<file path="src/rtl/wt_dcache_inval_queue_pkg.sv">
// Shared types and constants for the dcache invalidation queue slice.
// Line addresses are stored without offset bits.
package wt_dcache_inval_queue_pkg;

    localparam int unsigned PLEN                     = 56;
    localparam int unsigned DCACHE_OFFSET_WIDTH      = 4;
    localparam int unsigned DCACHE_INVAL_QUEUE_DEPTH = 4;

    typedef logic [PLEN-DCACHE_OFFSET_WIDTH-1:0] inval_line_t;

    typedef struct packed {
        logic [63:0] dram_base;
    } ariane_cfg_t;

    localparam ariane_cfg_t ArianeDefaultConfig = '{dram_base: 64'h8000_0000};

endpackage

</file>
<file path="src/rtl/wt_dcache_inval_match.sv">
// Parallel DEPTH-way line-address comparator used to coalesce incoming invalidations.
// A head entry that is being popped this cycle is masked out of the match.
module wt_dcache_inval_match
    import wt_dcache_inval_queue_pkg::*;
#(
    parameter int unsigned DEPTH = DCACHE_INVAL_QUEUE_DEPTH
) (
    input  inval_line_t [DEPTH-1:0] entries_i,
    input  logic        [DEPTH-1:0] valid_i,
    input  logic        [DEPTH-1:0] pop_mask_i,
    input  inval_line_t             line_i,
    output logic                    hit_c_o
);

    always_comb begin
        hit_c_o = 1'b0;
        for (int unsigned i = 0; i < DEPTH; i++) begin
            if (valid_i[i] && !pop_mask_i[i] && (entries_i[i] == line_i)) begin
                hit_c_o = 1'b1;
            end
        end
    end

endmodule

</file>
<file path="src/rtl/wt_dcache_inval_queue.sv">
// Coalescing circular buffer of cache-line invalidations feeding the dcache
// invalidation unit through a req/ack port.
module wt_dcache_inval_queue
    import wt_dcache_inval_queue_pkg::*;
#(
    parameter ariane_cfg_t ArianeCfg = ArianeDefaultConfig,
    parameter int unsigned DEPTH     = DCACHE_INVAL_QUEUE_DEPTH
) (
    input  logic                   clk_i,
    input  logic                   rst_ni,
    input  logic                   inv_vld_i,
    input  logic [PLEN-1:0]        inv_paddr_i,
    output logic                   inv_rdy_o,
    input  logic                   flush_i,
    output logic                   mem_inv_req_o,
    output logic [PLEN-1:0]        mem_inv_paddr_o,
    input  logic                   mem_inv_ack_i,
    output logic                   merged_o,
    output logic [$clog2(DEPTH):0] cnt_o
);

    localparam int unsigned PtrW = $clog2(DEPTH);
    localparam int unsigned CntW = PtrW + 1;
    // Configuration is carried through for interface compatibility only.
    localparam int unsigned unused_cfg_w = $bits(ArianeCfg);

    inval_line_t [DEPTH-1:0] mem_q;
    logic [PtrW-1:0]         rptr_q, rptr_d, wptr_q, wptr_d;
    logic [CntW-1:0]         cnt_q, cnt_d;
    logic [DEPTH-1:0]        valid, pop_mask;
    inval_line_t             in_line;
    logic                    accept, pop, push, hit;
    logic                    unused_offset;

    assign in_line       = inv_paddr_i[PLEN-1:DCACHE_OFFSET_WIDTH];
    assign unused_offset = ^inv_paddr_i[DCACHE_OFFSET_WIDTH-1:0];

    assign inv_rdy_o       = (cnt_q != CntW'(DEPTH));
    assign mem_inv_req_o   = (cnt_q != '0);
    assign mem_inv_paddr_o = {mem_q[rptr_q], DCACHE_OFFSET_WIDTH'(0)};
    assign cnt_o           = cnt_q;

    assign accept   = inv_vld_i & inv_rdy_o;
    assign pop      = mem_inv_req_o & mem_inv_ack_i;
    assign push     = accept & ~hit & ~flush_i;
    assign merged_o = accept & hit & ~flush_i;

    // Occupancy is derived from distance to the read pointer, so full/empty never depend on pointer equality.
    always_comb begin
        valid    = '0;
        pop_mask = '0;
        for (int unsigned i = 0; i < DEPTH; i++) begin
            valid[i]    = CntW'(PtrW'(PtrW'(i) - rptr_q)) < cnt_q;
            pop_mask[i] = pop && (rptr_q == PtrW'(i));
        end
    end

    wt_dcache_inval_match #(
        .DEPTH(DEPTH)
    ) i_match (
        .entries_i (mem_q),
        .valid_i   (valid),
        .pop_mask_i(pop_mask),
        .line_i    (in_line),
        .hit_c_o   (hit)
    );

    always_comb begin
        rptr_d = rptr_q;
        wptr_d = wptr_q;
        cnt_d  = cnt_q;
        if (flush_i) begin
            rptr_d = '0;
            wptr_d = '0;
            cnt_d  = '0;
        end else begin
            if (push) wptr_d = wptr_q + PtrW'(1);
            if (pop)  rptr_d = rptr_q + PtrW'(1);
            case ({push, pop})
                2'b10:   cnt_d = cnt_q + CntW'(1);
                2'b01:   cnt_d = cnt_q - CntW'(1);
                default: cnt_d = cnt_q;
            endcase
        end
    end

    always_ff @(posedge clk_i or negedge rst_ni) begin
        if (!rst_ni) begin
            rptr_q <= '0;
            wptr_q <= '0;
            cnt_q  <= '0;
            mem_q  <= '0;
        end else begin
            rptr_q <= rptr_d;
            wptr_q <= wptr_d;
            cnt_q  <= cnt_d;
            if (push) mem_q[wptr_q] <= in_line;
        end
    end

endmodule
</file>
<file path="config.mk">
export PLATFORM = sky130hd
export DESIGN_NAME = wt_dcache_inval_queue
export DESIGN_NICKNAME = d
export VERILOG_FILES = /design/src/rtl/wt_dcache_inval_queue_pkg.sv /design/src/rtl/wt_dcache_inval_match.sv /design/src/rtl/wt_dcache_inval_queue.sv
export SDC_FILE = /design/constraint.sdc
export NUM_CORES = 1
export LEC_CHECK = 0
export CAP_MARGIN = 20
export CORE_UTILIZATION = 53
export DETAILED_ROUTE_END_ITERATION = 10
export GPL_TIMING_DRIVEN = 0
export PLACE_DENSITY = 0.77
export SLEW_MARGIN = 20
export SYNTH_ARGS = -nofsm -noshare
export SYNTH_HDL_FRONTEND = slang
export SYNTH_HIERARCHICAL = 1
export SYNTH_SLANG_ARGS = --single-unit
</file>
<file path="constraint.sdc">
create_clock -name clk_i -period 5.1 [get_ports clk_i]
set_clock_uncertainty 0.2 [all_clocks]
set_input_delay 1.02 -clock clk_i [delete_from_list [all_inputs] [get_ports clk_i]]
set_output_delay 1.02 -clock clk_i [all_outputs]
set_load 0.005 [all_outputs]
</file>
==> results of run 1 <==
==> layout make-up <==
class,count,share of cell area
clock inverter,10,0.008085
multi-input combinational,611,0.4693
tap,324,0.02568
sequential,215,0.3408
inverter,38,0.009036
buffer,45,0.02560
clock buffer,34,0.04494
timing repair buffer,120,0.07649
==> final timing paths <==
| check | startpoint | to | slack, ns |
|---|---|---|---|
| min reg2reg | mem_q[18] | mem_q[18] | 0.35 |
| max | inv_paddr_i[46] | merged_o | 0.23 |
| max reg2reg | rptr_q[1] | mem_q[150] | 0.55 |
| max in group asynchronous | rst_ni | mem_q[53] | 3.32 |
| min in group clk_i | mem_q[18] | mem_q[18] | 0.35 |
| min | rst_ni | mem_q[132] | 0.16 |
==> power breakdown <==
group / switching, mW / internal, mW
sequential: 0.727 / 2.36
combinational: 1.47 / 2.22
clock: 0.722 / 1.12
total: 2.92 / 5.70
==> what timing repair did <==
item	CTS	global route
endpoints found under the setup margin	214	1
resized for setup	61	6
buffers inserted	4	0
pin swaps	7	2
==> kinds of logic (layout without fill, tap and decap cells) <==
group                      Yosys count  in the layout  share of synthesized area
muxes                              264            264                     0.3301
DFF                                215            215                     0.4125
xor gates and xnor gates           181            181                     0.1216
and+or+nand+nor                     98             98                    0.05488
buffers and inverters               87            247                    0.03866
AOI/OAI and AO/OA                   51             51                    0.02888
adders and majority gates           13             13                    0.01305
other                                1              4                  0.0002875
==> placed cells by master (no fill, tap or decap), types with 7 or more instances in the layout <==
| cell type | count |
|---|---|
| xor2_1 | 110 |
| mux4_2 | 52 |
| buf_6 | 20 |
| nor4_2 | 10 |
| dfrtp_1 | 215 |
| mux2_2 | 9 |
| clkdlybuf4s50_1 | 97 |
| ha_1 | 11 |
| clkbuf_8 | 7 |
| nor4_1 | 21 |
| buf_4 | 9 |
| xnor2_2 | 9 |
| nand4_1 | 24 |
| inv_1 | 36 |
| clkbuf_16 | 26 |
| xnor2_1 | 61 |
| o22ai_1 | 10 |
| o21ai_0 | 7 |
| dlygate4sd2_1 | 15 |
| clkbuf_1 | 13 |
| mux2_4 | 200 |
==> stage by stage <==
stage          setup WS, ns  std cells
2_1_floorplan        0.3960        913
3_3_place_gp         -6.501       1351
3_5_place_dp         -1.468       1353
4_1_cts              0.1551       1397
5_1_grt             0.07241       1397
6_report             0.2320       1397
==> metal layers <==
metal / GRT usage / vias to the layer above / share of wire
met2: 0.4621 / 362 / 0.45
met4: 0.1154 / 0 / 0.045
met1: 0.4367 / 4472 / 0.44
met5: 0 / - / 0
met3: 0.05225 / 90 / 0.065
li1: - / 3609 / -
==> state kept, by name (all words and copies together) (netlist names) <==
signal,cells
cnt_o,3
rptr_q,2
wptr_q,2
mem_q,208
==> worst max-delay path: cells and delay by family <==
family / cells / cell delay, ns
simple gates: 5 / 1.42
buf+inv: 4 / 1.11
compound gates: 1 / 0.09
==> flow_summary.ini, run 1 <==
[sta]
hold_ws_ns = 0.1557
worst_slew_pin_slew_ns = 1.154
fmax_mhz = 205.4
finalMaxSlewViolations = 0
rsz0062_at_grt = false
maxSlewHeadroom = 0.2276
finalHoldViolCount = 0
period_minus_slack_ns = 4.868
period_share = 0.9545
setup_tns_ns = 0
setup_violations = 0

[clock_network]
cts-root-buf = clkbuf_16
insertion_delay_ns = 0.52
cts_buffers = 25
h-tree-depth = 1
cts.sink_count = 215
cts_hold_buf = 0
clock_path_buffers = 3
cts_tree = built
path_clk_slew_ns = 0.05

[floorplan]
io_pins = 123
fp-row-count = 57
die_x_um = 158.9
core_mm2 = 0.02425
initial_core_util = 0.5378
die_area_mm2 = 0.02524
die_h_um = 158.9

[yosys]
seq_area_frac_synth = 0.4125
synth_top_area_cell = dfrtp_1
yosys_warnings = 6
synth_edf_count = 0
yosys-top-cells-area = dfrtp_1 (41%), mux2_4 (23%), mux4_2 (9.0%)
netlist_area_mm2 = 0.01304
syn_area_per_cell_um2 = 14.33
synth_cells = 910
synth-async-reset-ratio = 1.000
synth_top_flop_cell = dfrtp_1
ys_top_cells_by_count = dfrtp_1 (215), mux2_4 (200), xor2_1 (110)
ys_types = 59
yosysTopAreaCellShare = 0.4125
synth_most_common_cell = dfrtp_1
synth_seq_cells = 215

[worst_setup_path]
crit_chain = clkdlybuf4s50_1 > inv_1 > o2bb2ai_1 > or4_1 > or3_4 > nor4_4 > or4_4 > buf_12 > nor3b_2 > clkbuf_2
critPathLaunchType = primary input
critPathSlowestCell = clkdlybuf4s50_1
cp.arrival_ns = 3.65
crit_fanout = 10
required_ns = 3.88
critPathKind = primary input to output port
cp-end-kind = output port
critical_path.max_stage_delay_ns = 0.62
r2r_cells = 17

[run_status]
status = finished, final reports clean

[route]
drt_wl_total_mm = 37.69
drtIter0Drc = 858
wl_per_cell_um = 26.98
route.vias.total = 8533
vias_per_cell = 6.108
firstDrtPassIters = 5
ant_nets = 0
drc = 0

[worst_hold_path]
hold_path.class = primary input to async pin

[global_routing]
grt_use_total = 0.3041
grt_pass1_wl_mm = 56.95
grt_start_max_net_pins = 100
grt_pass1_vias = 8694
grt_overflow = 0
grt_antenna_before_repair = 0

[run]
max_cap_violations = 0

[cells_and_area]
multi_input_area_mm2 = 0.007408
finalNetCount = 1130
syn_to_final_growth_pct = 21.04
final_layout_size_suffix_gt1_frac = 0.3635
stdcell_area_mm2 = 0.01579
n_antenna_cell = 0
regArea_mm2 = 0.005380
nFillCells = 1769
final_core_util = 0.6510

[place]
gp_congestion = 0.9614
placed_cell_area_mm2 = 0.01466
portBuffers = 114
hpwl_mm = 27.56

[power_and_ir_drop]
peakVddDrop_v = 0.0003188
power_density_mw_per_mm2 = 546.2
fin_total_pwr_mw = 8.621
p_leak_nw = 6.818
(Power assumes the default switching activity.)
==> run 2, diff against run 1 <==
HOLD_SLACK_MARGIN = 0.03   (was default)
==> results of run 2 <==
The final DEF is identical to that of run 1; final timing and power are the same.
==> run 3, diff against run 2 <==
CAP_MARGIN = default   (was 20)
RECOVER_POWER = 50   (was default)
==> run 3 against run 2 <==
  * The run now ends with max-capacitance violations, max-slew violations left
  * Setup slack lost 0.14 ns
  * Utilization shrank 0.20 points
  * Cell area shrank 0.31%
  * Routed wire length grew 0.27%
  * Global-route usage is the same
  * Highest routed layer unchanged
  * Sequential power is essentially flat
==> flow_summary.ini, run 3 (synthesized netlist as in run 1, its figures left out) <==
[floorplan]
die_area_mm2 = 0.02524
die_h_um = 158.9
core_mm2 = 0.02425
fp-row-count = 57
initial_core_util = 0.5378
io_pins = 123
die_x_um = 158.9

[global_routing]
grt_use_total = 0.3041
grt_start_max_net_pins = 100
grt_antenna_before_repair = 0
grt_pass1_wl_mm = 56.95
grt_pass1_vias = 8694
grt_overflow = 0

[sta]
setup_violations = 0
fmax_mhz = 199.6
hold_ws_ns = 0.3500
finalHoldViolCount = 0
rsz0062_at_grt = false
period_minus_slack_ns = 5.009
worst_slew_pin_slew_ns = 2.292
finalMaxSlewViolations = 129
fin_ws_ns = 0.09071
period_share = 0.9822
maxSlewHeadroom = -0.5278

[cells_and_area]
most-common-layout-cells = dfrtp_1 (215), mux2_4 (200), xor2_1 (110)
largest-register = mem_q
final_common_cell = dfrtp_1
largest_reg_flops = 208
n_antenna_cell = 0
stdcell_area_mm2 = 0.01574
syn_to_final_growth_pct = 20.67
final_layout_size_suffix_gt1_frac = 0.3597
finalNetCount = 1130
final_core_util = 0.6490

[worst_setup_path]
worst-path-buf-inv = 4
crit_top_cell = clkbuf_1
critical_path.max_stage_delay_ns = 1.06
cp_top_family = buffers and inverters
critPathLaunchType = flip-flop
cp.arrival_ns = 3.79
critPathKind = flip-flop to output port
critPathSlowestCell = clkbuf_1
required_ns = 3.88
crit_chain = clkbuf_16 > clkbuf_1 > clkbuf_1 > mux4_2 > clkdlybuf4s50_1
crit_fanout = 17
cp-end-kind = output port

[place]
hpwl_mm = 27.56
pre_cts_ws_ns = -1.468
portBuffers = 114
gp_congestion = 0.9614
placed_cell_area_mm2 = 0.01466

[run_status]
violations = max-capacitance violations, max-slew violations
status = finished with violations

[route]
ant_nets = 0
drc = 0
wl_per_cell_um = 27.05
route.vias.total = 8501
drtIter0Drc = 797
vias_per_cell = 6.085
drt_wl_total_mm = 37.79
firstDrtPassIters = 5

[power_and_ir_drop]
p_leak_nw = 6.815
peakVddDrop_v = 0.0003188
fin_total_pwr_mw = 8.575
power_density_mw_per_mm2 = 544.9

[clock_network]
cts_buffers = 25
path_clk_slew_ns = 0.06
cts-root-buf = clkbuf_16
insertion_delay_ns = 0.52
cts_tree = built
clock_path_buffers = 3
cts.sink_count = 215
h-tree-depth = 1

[worst_hold_path]
hold_path.class = flip-flop to flip-flop

[run]
max_cap_violations = 3
[run 3: cell types whose count changed in the layout (fill, tap and decap cells not counted), sizes merged]
cell / before / now
clkdlybuf4s50: 97 / 75
dlygate4sd3: 0 / 22
buf: 39 / 36
clkbuf: 48 / 51
[run 3: area by class of cell]
type	instances	area, um^2
clock inverters	10	127.6
repair buffers	120	1170
well taps	324	405.4
plain buffers	45	404.1
multi-input cells	611	7397
flip-flops and latches	215	5380
fillers	1778	8512
clock buffers	34	709.4
inverters	38	142.6
[run 3: report_power, final]
part / internal, mW / switching [mW] / total (mW)
combinational: 2.18 / 1.46 / 3.65
sequential: 2.36 / 0.725 / 3.08
clock: 1.12 / 0.724 / 1.84
total: 5.66 / 2.91 / 8.57
[run 3: worst paths after layout]
path / startpoint / cells after the start / end / slack [ns]
worst max-delay path: rptr_q[1] / 5 / mem_inv_paddr_o[55] / 0.09
worst min-delay path: mem_q[173] / 1 / mem_q[173] / 0.35
worst max register to register: rptr_q[1] / 17 / mem_q[150] / 0.53
worst min register to register: mem_q[173] / 1 / mem_q[173] / 0.35
max in group asynchronous: rst_ni / 3 / mem_q[53] / 0.90
min in group asynchronous: rst_ni / 1 / mem_q[132] / 0.75
[run 3: metrics by stage]
stage / TNS [ns] / std cells
floorplan: 0 / 913
global placement: -1552.36 / 1351
detailed placement: -163.45 / 1353
CTS: 0 / 1397
global route: 0 / 1397
finish: 0 / 1397
[run 3: worst register-to-register path: cells and delay by family, from the launching register on]
kind	cells	cell delay, ns
AOI/OAI and AO/OA	2	0.17
adders and majority gates	2	0.55
buffers and inverters	6	0.91
DFF	1	0.39
muxes	1	0.32
and+or+nand+nor	6	1.93
[run 3: metal layers]
| metal | vias up | GRT usage | wire length, um |
|---|---|---|---|
| met5 | - | 0 | 0 |
| met4 | 0 | 0.1154 | 1596 |
| met3 | 82 | 0.05225 | 2406 |
| met2 | 348 | 0.4621 | 17210 |
| met1 | 4461 | 0.4367 | 16570 |
| li1 | 3610 | - | - |
[run 3: repair_timing]
| item | 4_1_cts | 5_1_grt |
|---|---|---|
| hold endpoints to repair | 0 | 0 |
| hold buffers | 0 | 0 |
| endpoints found under the setup margin | 214 | 1 |
| buffers inserted | 4 | 0 |
| pin swaps | 7 | 2 |
| resized for setup | 61 | 6 |
